[src/rtl/reaction_controller.sv]
// reaction_controller: top-level reaction-timer game FSM running on the 1 kHz tick clock (1 cycle = 1 ms).
//
// The player presses to arm; after a pseudo-random delay the stimulus LED lights and the
// external stopwatch is started. The next press captures the reaction time from the
// stopwatch count. Pressing early is a false start; not pressing in time is a timeout.
//
// Ports:
//   clk_in        1 kHz clock
//   rst           asynchronous, active-high reset
//   btn           raw player button, asynchronous to clk_in
//   elapsed_time  stopwatch count 0..9999 ms, wraps 9999 -> 0
//   start_watch   registered run enable for the stopwatch, high only while waiting for the response
//   stim_led      registered stimulus LED, high only while waiting for the response
//   result_ms     last measured reaction time in ms, held until the next capture or reset
//   result_valid  high while a measured result is being shown
//   false_start   high after a press before the stimulus
//   timeout       high after the response window expired without a press
module reaction_controller #(
    parameter int MIN_DELAY_MS = 1000,
    parameter int RAND_BITS    = 11,
    parameter int TIMEOUT_MS   = 2000
) (
    input  logic        clk_in,
    input  logic        rst,
    input  logic        btn,
    input  logic [13:0] elapsed_time,
    output logic        start_watch,
    output logic        stim_led,
    output logic [13:0] result_ms,
    output logic        result_valid,
    output logic        false_start,
    output logic        timeout
);
    // Wide enough for the largest delay MIN_DELAY_MS + 2^RAND_BITS - 1.
    localparam int DW = $clog2(MIN_DELAY_MS + (1 << RAND_BITS));

    typedef enum logic [2:0] {
        IDLE,
        ARM,
        WAIT_RESP,
        CAPTURE,
        SHOW,
        FALSE_START,
        TIMEOUT
    } state_t;

    state_t        state_q, state_d;
    logic [15:0]   lfsr_q;
    logic          lfsr_fb;
    logic          s1_q, s2_q, s3_q;
    logic          press;
    logic [DW-1:0] delay_cnt_q, delay_cnt_d;
    logic [13:0]   resp_cnt_q, resp_cnt_d;
    logic [13:0]   base_q, base_d;
    logic [13:0]   result_q, result_d;
    logic [14:0]   el15, bs15;
    logic [13:0]   lap;
    logic          start_watch_q, stim_led_q, result_valid_q, false_start_q, timeout_q;

    // Two synchronizer flops plus a history flop; press is one cycle per rising edge.
    assign press = s2_q & ~s3_q;

    // x^16 + x^14 + x^13 + x^11 + 1, left-shifting Fibonacci form.
    assign lfsr_fb = lfsr_q[15] ^ lfsr_q[13] ^ lfsr_q[12] ^ lfsr_q[10];

    // Stopwatch wraps at 10000, so a count below the base means it wrapped once.
    assign el15 = {1'b0, elapsed_time};
    assign bs15 = {1'b0, base_q};
    assign lap  = 14'((el15 >= bs15) ? el15 - bs15 : el15 + 15'd10000 - bs15);

    always_comb begin
        state_d     = state_q;
        delay_cnt_d = delay_cnt_q;
        resp_cnt_d  = resp_cnt_q;
        base_d      = base_q;
        result_d    = result_q;
        unique case (state_q)
            IDLE: begin
                if (press) begin
                    delay_cnt_d = DW'(MIN_DELAY_MS) + DW'(lfsr_q[RAND_BITS-1:0]);
                    state_d     = ARM;
                end
            end
            ARM: begin
                // A press wins over expiry in the same cycle.
                if (press) begin
                    state_d = FALSE_START;
                end else if (delay_cnt_q == '0) begin
                    // Base is sampled on the edge the stopwatch starts, so the count
                    // advances exactly once per WAIT_RESP cycle.
                    base_d     = elapsed_time;
                    resp_cnt_d = '0;
                    state_d    = WAIT_RESP;
                end else begin
                    delay_cnt_d = delay_cnt_q - DW'(1);
                end
            end
            WAIT_RESP: begin
                resp_cnt_d = resp_cnt_q + 14'd1;
                if (press)
                    state_d = CAPTURE;
                else if (resp_cnt_q == 14'(TIMEOUT_MS - 1))
                    state_d = TIMEOUT;
            end
            CAPTURE: begin
                // Stopwatch is stopped here and already shows its final increment.
                result_d = lap;
                state_d  = SHOW;
            end
            SHOW, FALSE_START, TIMEOUT: begin
                if (press)
                    state_d = IDLE;
            end
            default: state_d = IDLE;
        endcase
    end

    always_ff @(posedge clk_in or posedge rst) begin
        if (rst) begin
            state_q        <= IDLE;
            lfsr_q         <= 16'hACE1;
            s1_q           <= 1'b0;
            s2_q           <= 1'b0;
            s3_q           <= 1'b0;
            delay_cnt_q    <= '0;
            resp_cnt_q     <= '0;
            base_q         <= '0;
            result_q       <= '0;
            start_watch_q  <= 1'b0;
            stim_led_q     <= 1'b0;
            result_valid_q <= 1'b0;
            false_start_q  <= 1'b0;
            timeout_q      <= 1'b0;
        end else begin
            state_q        <= state_d;
            lfsr_q         <= {lfsr_q[14:0], lfsr_fb};
            s1_q           <= btn;
            s2_q           <= s1_q;
            s3_q           <= s2_q;
            delay_cnt_q    <= delay_cnt_d;
            resp_cnt_q     <= resp_cnt_d;
            base_q         <= base_d;
            result_q       <= result_d;
            // Flags are registered from the next state so they change on the state edge.
            start_watch_q  <= (state_d == WAIT_RESP);
            stim_led_q     <= (state_d == WAIT_RESP);
            result_valid_q <= (state_d == SHOW);
            false_start_q  <= (state_d == FALSE_START);
            timeout_q      <= (state_d == TIMEOUT);
        end
    end

    assign start_watch  = start_watch_q;
    assign stim_led     = stim_led_q;
    assign result_ms    = result_q;
    assign result_valid = result_valid_q;
    assign false_start  = false_start_q;
    assign timeout      = timeout_q;

endmodule

[config.mk]
export PLATFORM = sky130hd
export DESIGN_NAME = reaction_controller
export DESIGN_NICKNAME = d
export VERILOG_FILES = /design/src/rtl/reaction_controller.sv
export SDC_FILE = /design/constraint.sdc
export NUM_CORES = 1
export LEC_CHECK = 0
export CAP_MARGIN = 5
export CORE_AREA = 3 3 98 109
export DETAILED_ROUTE_END_ITERATION = 8
export DIE_AREA = 0 0 101 112
export MAX_ROUTING_LAYER = met4
export PLACE_DENSITY = 0.73
export SLEW_MARGIN = 20
export SYNTH_ARGS = -nofsm -noshare
export SYNTH_HDL_FRONTEND = slang
export SYNTH_SLANG_ARGS = --single-unit
[constraint.sdc]
create_clock -name clk_in -period 2.55 [get_ports clk_in]
set_input_delay 0.3825 -clock clk_in [delete_from_list [all_inputs] [get_ports clk_in]]
set_output_delay 0.3825 -clock clk_in [all_outputs]
set_load 0.005 [all_outputs]
==> results.yml, run 1 <==
route:
  drt.antenna.violating_nets: 0
  wire_per_inst_um: 16.0
  drcViolationCount: 0
  routed_wl_mm: 13.0
  drtIter0Drc: 188
  vias: 4675
  via_per_inst: 5.76
  drtPass1Iterations: 5
finish:
  final_nets: 747
  syn_to_final_growth_pct: 28.5
  num_antenna_cells: 0
  fin_cells: 812
  drive_gt1_frac: 0.215
sta:
  tns_ns: 0
  tightest_slew_ns: 0.743
  setup_viol: 0
  min_period_ns: 2.48
  fin_ws_ns: 0.0704
  period_share: 0.972
  slew_viol_final: 0
  hold_viol_final: 0
  fmax_ghz: 0.403
  finClkSkew_ns: 0.0151
  holdWs_ns: 0.329
  slew_headroom: 0.492
logic_synthesis:
  synth_top_family_by_area: "simple AND/OR/NAND/NOR gates"
  synthSimpleGateAreaFrac: 0.192
  ys_ff_latch: 80
  syn-num-nets: 639
  netlist_top_cells_area: "dfrtp_1, ha_1, o21ai_0"
  yosysUniqueCellTypes: 63
  syn_area_per_cell_um2: 8.94
  yosysWarnings: 0
  async_flop_share: 1.00
  synth_fa_ha_area_frac: 0.118
  synth_xor_area_frac: 0.0541
  synth_compound_area_frac: 0.173
  muxShareOfSynthArea: 0.0162
  synth_seq_area_share: 0.389
  yosys.area.top_type: "dfrtp_1"
  synthFlopType: "dfrtp_1"
  syn_inst: 579
  syn_area_um2: 5180
  synth_edf_count: 0
  synth_top_area_frac: 0.348
setup_path:
  max_stage_delay_ns: 0.48
  crit_type: "in -> reg"
  r2r_setup_slack_ns: 0.08
  timing.rr.start: "base_q[2]"
  crit_arrival_ns: 2.73
  crit_path_cell_trace: "clkdlybuf4s50_1, inv_1, ha_1, buf_4, and4_1, and4_1, a31oi_1, o21ai_4, buf_4, mux2i_1, o21ai_0"
  rr_worst_depth: 10
  setup.worst_path.end_class: "flop"
  reg2reg_to: "result_ms[7]"
  crit_slowest_cell: "clkdlybuf4s50_1"
  cp-start-kind: "input pin"
  cp_max_fo: 6
  cp_data_required_time_ns: 2.80
pwr:
  p_sw_mw: 1.23
  leakagePower_nw: 3.08
  power_mw: 3.63
  power.density_nw_per_um2: 546
  p_comb_frac: 0.272
  p_seq_frac: 0.428
  irDropWorstVdd_mv: 0.526
  p_sw_frac: 0.338
  p_int_mw: 2.40
  pwr-share-clk: 0.300
grt:
  grt_use_total: 0.239
  grt_pass1_wl_mm: 21.0
  grt_pass1_vias: 4587
  grt_max_degree: 58
  antenna_found_initial: 0
  grt-ovfl-total: 0
floorplanning:
  rows: 38
  pin_count: 36
  core-area_um2: 9790
  initial_core_util: 0.528
  die_h_um: 112
  fp.dieW_um: 101
  dieArea_um2: 11300
clock_tree:
  clock-sinks: 80
  insertion_delay_ns: 0.37
  htree_levels: 3
  cts_tree: "built"
  cts-root-buf: "clkbuf_8"
  cts_max_path_buffers: 2
  clk_pin_slew_worst_paths_ns: 0.10
  cts_buffers: 9
status:
  outcome: "finished clean"
place:
  port_buffers: 35
  placed_cells: 791
  dpl.hpwl_mm: 9.27
  post-place-ws_ns: -0.683
  gp_congestion: 0.895
job:
  drv_cap: 0
worst_hold_path:
  hold_class: "in -> async"
==> state kept, by name, summed over array words and instances (netlist names), 3 cells and up <==
| register | count |
|---|---|
| resp_cnt_q | 14 |
| state_q | 3 |
| result_ms | 14 |
| lfsr_q | 16 |
| delay_cnt_q | 12 |
| base_q | 14 |
==> logic make-up (layout without fill, tap and decap cells) <==
logic type	count (synthesis)	in the layout
fa+ha+maj	43	43
xor+xnor	32	32
buf+inv	76	189
simple gates	198	198
flops	80	80
compound gates	142	142
mux	8	8
==> cells in the final DEF (no fill, tap or decap), types with 5 or more instances in the layout <==
cell type	n
nor3_1	13
a31oi_1	8
nor2b_1	7
o21ai_0	46
nand3_1	12
clkdlybuf4s50_1	32
inv_1	52
dfrtp_1	72
nand4_1	7
a21o_1	5
fa_1	7
nand2_1	61
dfstp_2	8
clkbuf_8	9
buf_4	77
a21oi_1	29
o211ai_1	5
nor2_1	53
mux2i_1	5
xnor2_1	19
xor2_1	12
ha_1	29
and3_1	5
o22a_1	5
==> metrics by stage <==
| step | area [um2] | utilization |
|---|---|---|
| after floorplan | 5180 | - |
| after global placement | 6200 | 0.633 |
| after detailed placement | 6200 | 0.633 |
| after CTS | 6480 | 0.662 |
| after global routing | 6650 | 0.679 |
| final | 6650 | 0.679 |
==> Yosys cell counts (10+ instances only) <==
cell type	instances
dfrtp_1	72
nand2_1	61
inv_1	57
nor2_1	54
o21ai_0	47
a21oi_1	33
ha_1	33
xnor2_1	20
clkbuf_1	16
nor3_1	14
nand3_1	13
xor2_1	12
fa_1	10
==> repair_timing <==
| action | in CTS | in global routing |
|---|---|---|
| resized for setup | 16 | 28 |
| pin swaps | 5 | 14 |
| setup endpoints to repair | 10 | 11 |
| buffers inserted | 1 | 5 |
| hold buffers | 0 | 0 |
==> cell type report <==
type | instances | area, um2
repair buffers | 116 | 998
clock inverters | 7 | 103
flip-flops and latches | 80 | 2010
fillers | 741 | 3140
inverters | 57 | 215
clock buffers | 9 | 124
well taps | 120 | 150
multi-input cells | 423 | 3050
==> per-layer routing <==
layer	vias to the layer above	GRT usage	share of wire
li1	2230	-	-
met1	2254	0.286	0.41
met2	155	0.401	0.51
met3	36	0.0313	0.048
met4	0	0.105	0.032
met5	-	-	0
==> worst max path at each step <==
| stage | from | slack, ns | to |
|---|---|---|---|
| after CTS | elapsed_time[1] | 0.005 | result_ms[11] |
| final | elapsed_time[4] | 0.07 | result_ms[4] |
| after floorplan | base_q[2] | 0.006 | result_ms[11] |
| after global placement | elapsed_time[0] | -0.58 | result_ms[11] |
| after global routing | base_q[1] | -0.06 | result_ms[8] |
| after detailed placement | elapsed_time[0] | -0.68 | result_ms[11] |
==> power groups by stage <==
| stage | clock network [mW] | registers (mW) | logic [mW] |
|---|---|---|---|
| floorplan | 0 | 1.51 | 0.654 |
| global placement | 0 | 1.56 | 0.910 |
| detailed placement | 0 | 1.58 | 0.934 |
| CTS | 1.11 | 1.55 | 0.952 |
| global route | 1.16 | 1.58 | 1.10 |
| finish | 1.09 | 1.55 | 0.987 |
==> worst max-delay path: cells and delay by family <==
family                   cells  cell delay (ns)
AO/OA/AOI/OAI                3             0.58
AND/OR/NAND/NOR              2             0.39
adder cells (fa/ha/maj)      1             0.33
multiplexers                 1             0.18
buffers and inverters        4             0.87
Note: power is estimated with default switching activity, not from simulation.
==> run 2, diff against run 1 <==
--- a/config.mk
+++ b/config.mk
@@ -5,10 +5,13 @@
 export SDC_FILE = /design/constraint.sdc
 export NUM_CORES = 1
 export LEC_CHECK = 0
+export ABC_AREA = 1
+export ABC_CLOCK_PERIOD_IN_PS = 2550
 export CAP_MARGIN = 5
-export CORE_AREA = 3 3 98 109
+export CORE_AREA = 3 3 102 113
+export CTS_CLUSTER_DIAMETER = 30
 export DETAILED_ROUTE_END_ITERATION = 8
-export DIE_AREA = 0 0 101 112
+export DIE_AREA = 0 0 105 116
 export MAX_ROUTING_LAYER = met4
 export PLACE_DENSITY = 0.73
 export SLEW_MARGIN = 20
==> run 2 against run 1 <==
Routed wire length increased by 2.5%. Synthesized cell count increased by 35%. Sequential power increased by 5%. Largest cell class unchanged. Sequential share of layout area decreased by 0.84 points. Final cell count increased by 24%. Utilization decreased by 2.4 points. Register-to-register slack improved by 0.26 ns. Clock power increased by 19%. Critical endpoint is now result_ms[7]. Setup slack improved by 0.15 ns.
==> results.yml, run 2 <==
status:
  outcome: "finished clean"
logic_synthesis:
  yosysWarnings: 0
  syn_inst: 780
  yosys.area.top_type: "dfrtp_1"
  yosysUniqueCellTypes: 44
  ys_ff_latch: 80
  synth_edf_count: 0
  ys_top_cells_by_count: "nand2_1, inv_1, nand3_1"
  async_flop_share: 1.00
  synthFlopType: "dfrtp_1"
  syn_area_um2: 5700
  yosysMostFrequentCell: "nand2_1"
  syn_area_per_cell_um2: 7.31
  synth_top_area_frac: 0.316
  synth_seq_area_share: 0.353
  syn-num-nets: 840
  netlist_top_cells_area: "dfrtp_1, nand2_1, inv_1"
sta:
  finClkSkew_ns: 0.00922
  fmax_ghz: 0.430
  rsz0062_at_grt: "yes"
  slew_headroom: 0.617
  setup_viol: 0
  tns_ns: 0
  slew_viol_final: 0
  tightest_slew_ns: 0.574
  period_share: 0.913
  min_period_ns: 2.33
  hold_viol_final: 0
pwr:
  pwr-share-clk: 0.238
  irDropWorstVdd_mv: 0.399
  p_seq_frac: 0.298
  p_comb_frac: 0.464
  p_int_mw: 3.26
  power.density_nw_per_um2: 800
  p_sw_mw: 2.21
  power_mw: 5.47
  p_sw_frac: 0.404
  leakagePower_nw: 3.67
setup_path:
  cp-start-kind: "input pin"
  r2r_setup_slack_ns: 0.34
  reg2reg_to: "result_ms[7]"
  timing.rr.start: "base_q[1]"
  crit_arrival_ns: 2.56
  rr_worst_depth: 14
  setup.worst_path.end_class: "flop"
  cp_max_fo: 4
  cp_data_required_time_ns: 2.78
  crit_type: "in -> reg"
grt:
  antenna_found_initial: 0
  grt-ovfl-total: 0
  grt_pass1_vias: 4925
  grt_pass1_wl_mm: 22.6
  grt_max_degree: 38
  grt_use_total: 0.238
job:
  drv_cap: 0
clock_tree:
  cts_buffers: 9
  cts_resized: 0
  clk_pin_slew_worst_paths_ns: 0.06
  clock-sinks: 80
  cts-root-buf: "clkbuf_16"
  post_cts_buffers: 0
  cts_max_path_buffers: 2
  ctsHoldBuffers: 0
  cts_tree: "built"
  htree_levels: 3
  insertion_delay_ns: 0.34
worst_hold_path:
  hold_class: "reg -> reg"
  holdPathEnd: "lfsr_q[15]"
  whs_path_depth: 0
  hp-start: "lfsr_q[14]"
route:
  drtPass1Iterations: 5
  drtIter0Drc: 352
  met1_length_mm: 6.29
  routed_wl_mm: 13.4
  met3_length_um: 493
  wire_per_inst_um: 13.2
  drt.antenna.violating_nets: 0
  top_layer: "met4"
  drcViolationCount: 0
  vias: 5063
  via_per_inst: 5.02
  wl_met2_mm: 6.33
finish:
  drive_gt1_frac: 0.125
  syn_to_final_growth_pct: 20.0
  fin_area_um2: 6840
  num_antenna_cells: 0
  top_register: "lfsr_q"
  final_common_cell: "nand2_1"
  largest_reg_flops: 16
  final_cell_mix: "nand2_1, inv_1, nand3_1"
  fin_util: 0.655
  final_nets: 921
place:
  port_buffers: 35
  gp_congestion: 0.923
  placed_area_um2: 6540
  dpl.hpwl_mm: 10.6
floorplanning:
  die_h_um: 116
  dieArea_um2: 12200
  initial_core_util: 0.546
  core-area_um2: 10400
  fp.dieW_um: 105
  pin_count: 36
  rows: 39
==> run 2: changes by cell type in the layout (fill, tap and decap cells not counted), sizes merged, moves of 8 or more <==
cell / previous run / this run
a31oi: 8 / 0
a21oi: 33 / 17
inv: 58 / 153
nand2: 61 / 217
nor2: 55 / 68
buf: 81 / 45
xnor2: 20 / 5
nand4: 8 / 16
nand3: 13 / 77
==> run 2: stage by stage <==
stage | worst slack (ns) | std cells | hold WS, ns
floorplan | 0.129 | 780 | 0.331
global placement | -0.104 | 993 | 0.338
detailed placement | -0.165 | 993 | 0.337
CTS | 0.197 | 1009 | 0.348
global route | -0.00171 | 1009 | 0.367
finish | 0.223 | 1009 | 0.349
==> run 2: final cells by class <==
class                      instances  area [um2]
clock buffer                      10         229
timing repair buffer              80         726
sequential                        80        2010
clock inverter                     6        68.8
fill                             928        3600
multi-input combinational        537        3040
tap                              143         179
inverter                         153         583
==> run 2: how the worst max path moves through the flow <==
stage | from | to | slack, ns | depth (start not counted)
2_1_floorplan | rst | base_q[0] | 0.13 | 1
3_3_place_gp | elapsed_time[0] | result_ms[9] | -0.10 | 16
3_5_place_dp | elapsed_time[1] | result_ms[7] | -0.16 | 14
4_1_cts | elapsed_time[1] | result_ms[7] | 0.20 | 14
5_1_grt | elapsed_time[5] | result_ms[11] | -0.002 | 15
6_report | elapsed_time[1] | result_ms[7] | 0.22 | 14
==> run 2: power by group through the flow <==
stage | sequential [mW] | clock (mW) | combinational (mW)
2_1_floorplan | 1.60 | 0 | 1.75
5_1_grt | 1.66 | 1.39 | 2.87
4_1_cts | 1.63 | 1.34 | 2.53
3_5_place_dp | 1.65 | 0 | 2.51
3_3_place_gp | 1.64 | 0 | 2.45
6_report | 1.63 | 1.30 | 2.54
==> run 2: cells by family (layout without fill, tap and decap cells) <==
| group | Yosys count | in the layout | share of synthesized area |
|---|---|---|---|
| AO/OA/AOI/OAI | 77 | 77 | 0.0782 |
| XOR/XNOR | 24 | 24 | 0.0369 |
| adder cells (fa/ha/maj) | 43 | 43 | 0.108 |
| buffers and inverters | 163 | 249 | 0.114 |
| flip-flops | 80 | 80 | 0.353 |
| multiplexers | 1 | 1 | 0.00176 |
| AND/OR/NAND/NOR | 392 | 392 | 0.309 |
==> run 2: per-layer routing <==
metal / track usage / vias to the layer above
li1: - / 2592
met1: 0.313 / 2329
met3: 0.0295 / 24
met2: 0.382 / 118
met5: - / -
met4: 0.0866 / 0
==> run 2: critical path, stage by stage <==
cell and delay [ns]:
clkdlybuf4s50_1 0.45, ha_1 0.32, ha_1 0.17, inv_1 0.06, fa_1 0.41, inv_1 0.09, nand3_1 0.09, nand2_2 0.12
nand2_1 0.06, nand2_1 0.07, xor2_1 0.15, nand2_1 0.06, nand3_1 0.07, nand2_1 0.05
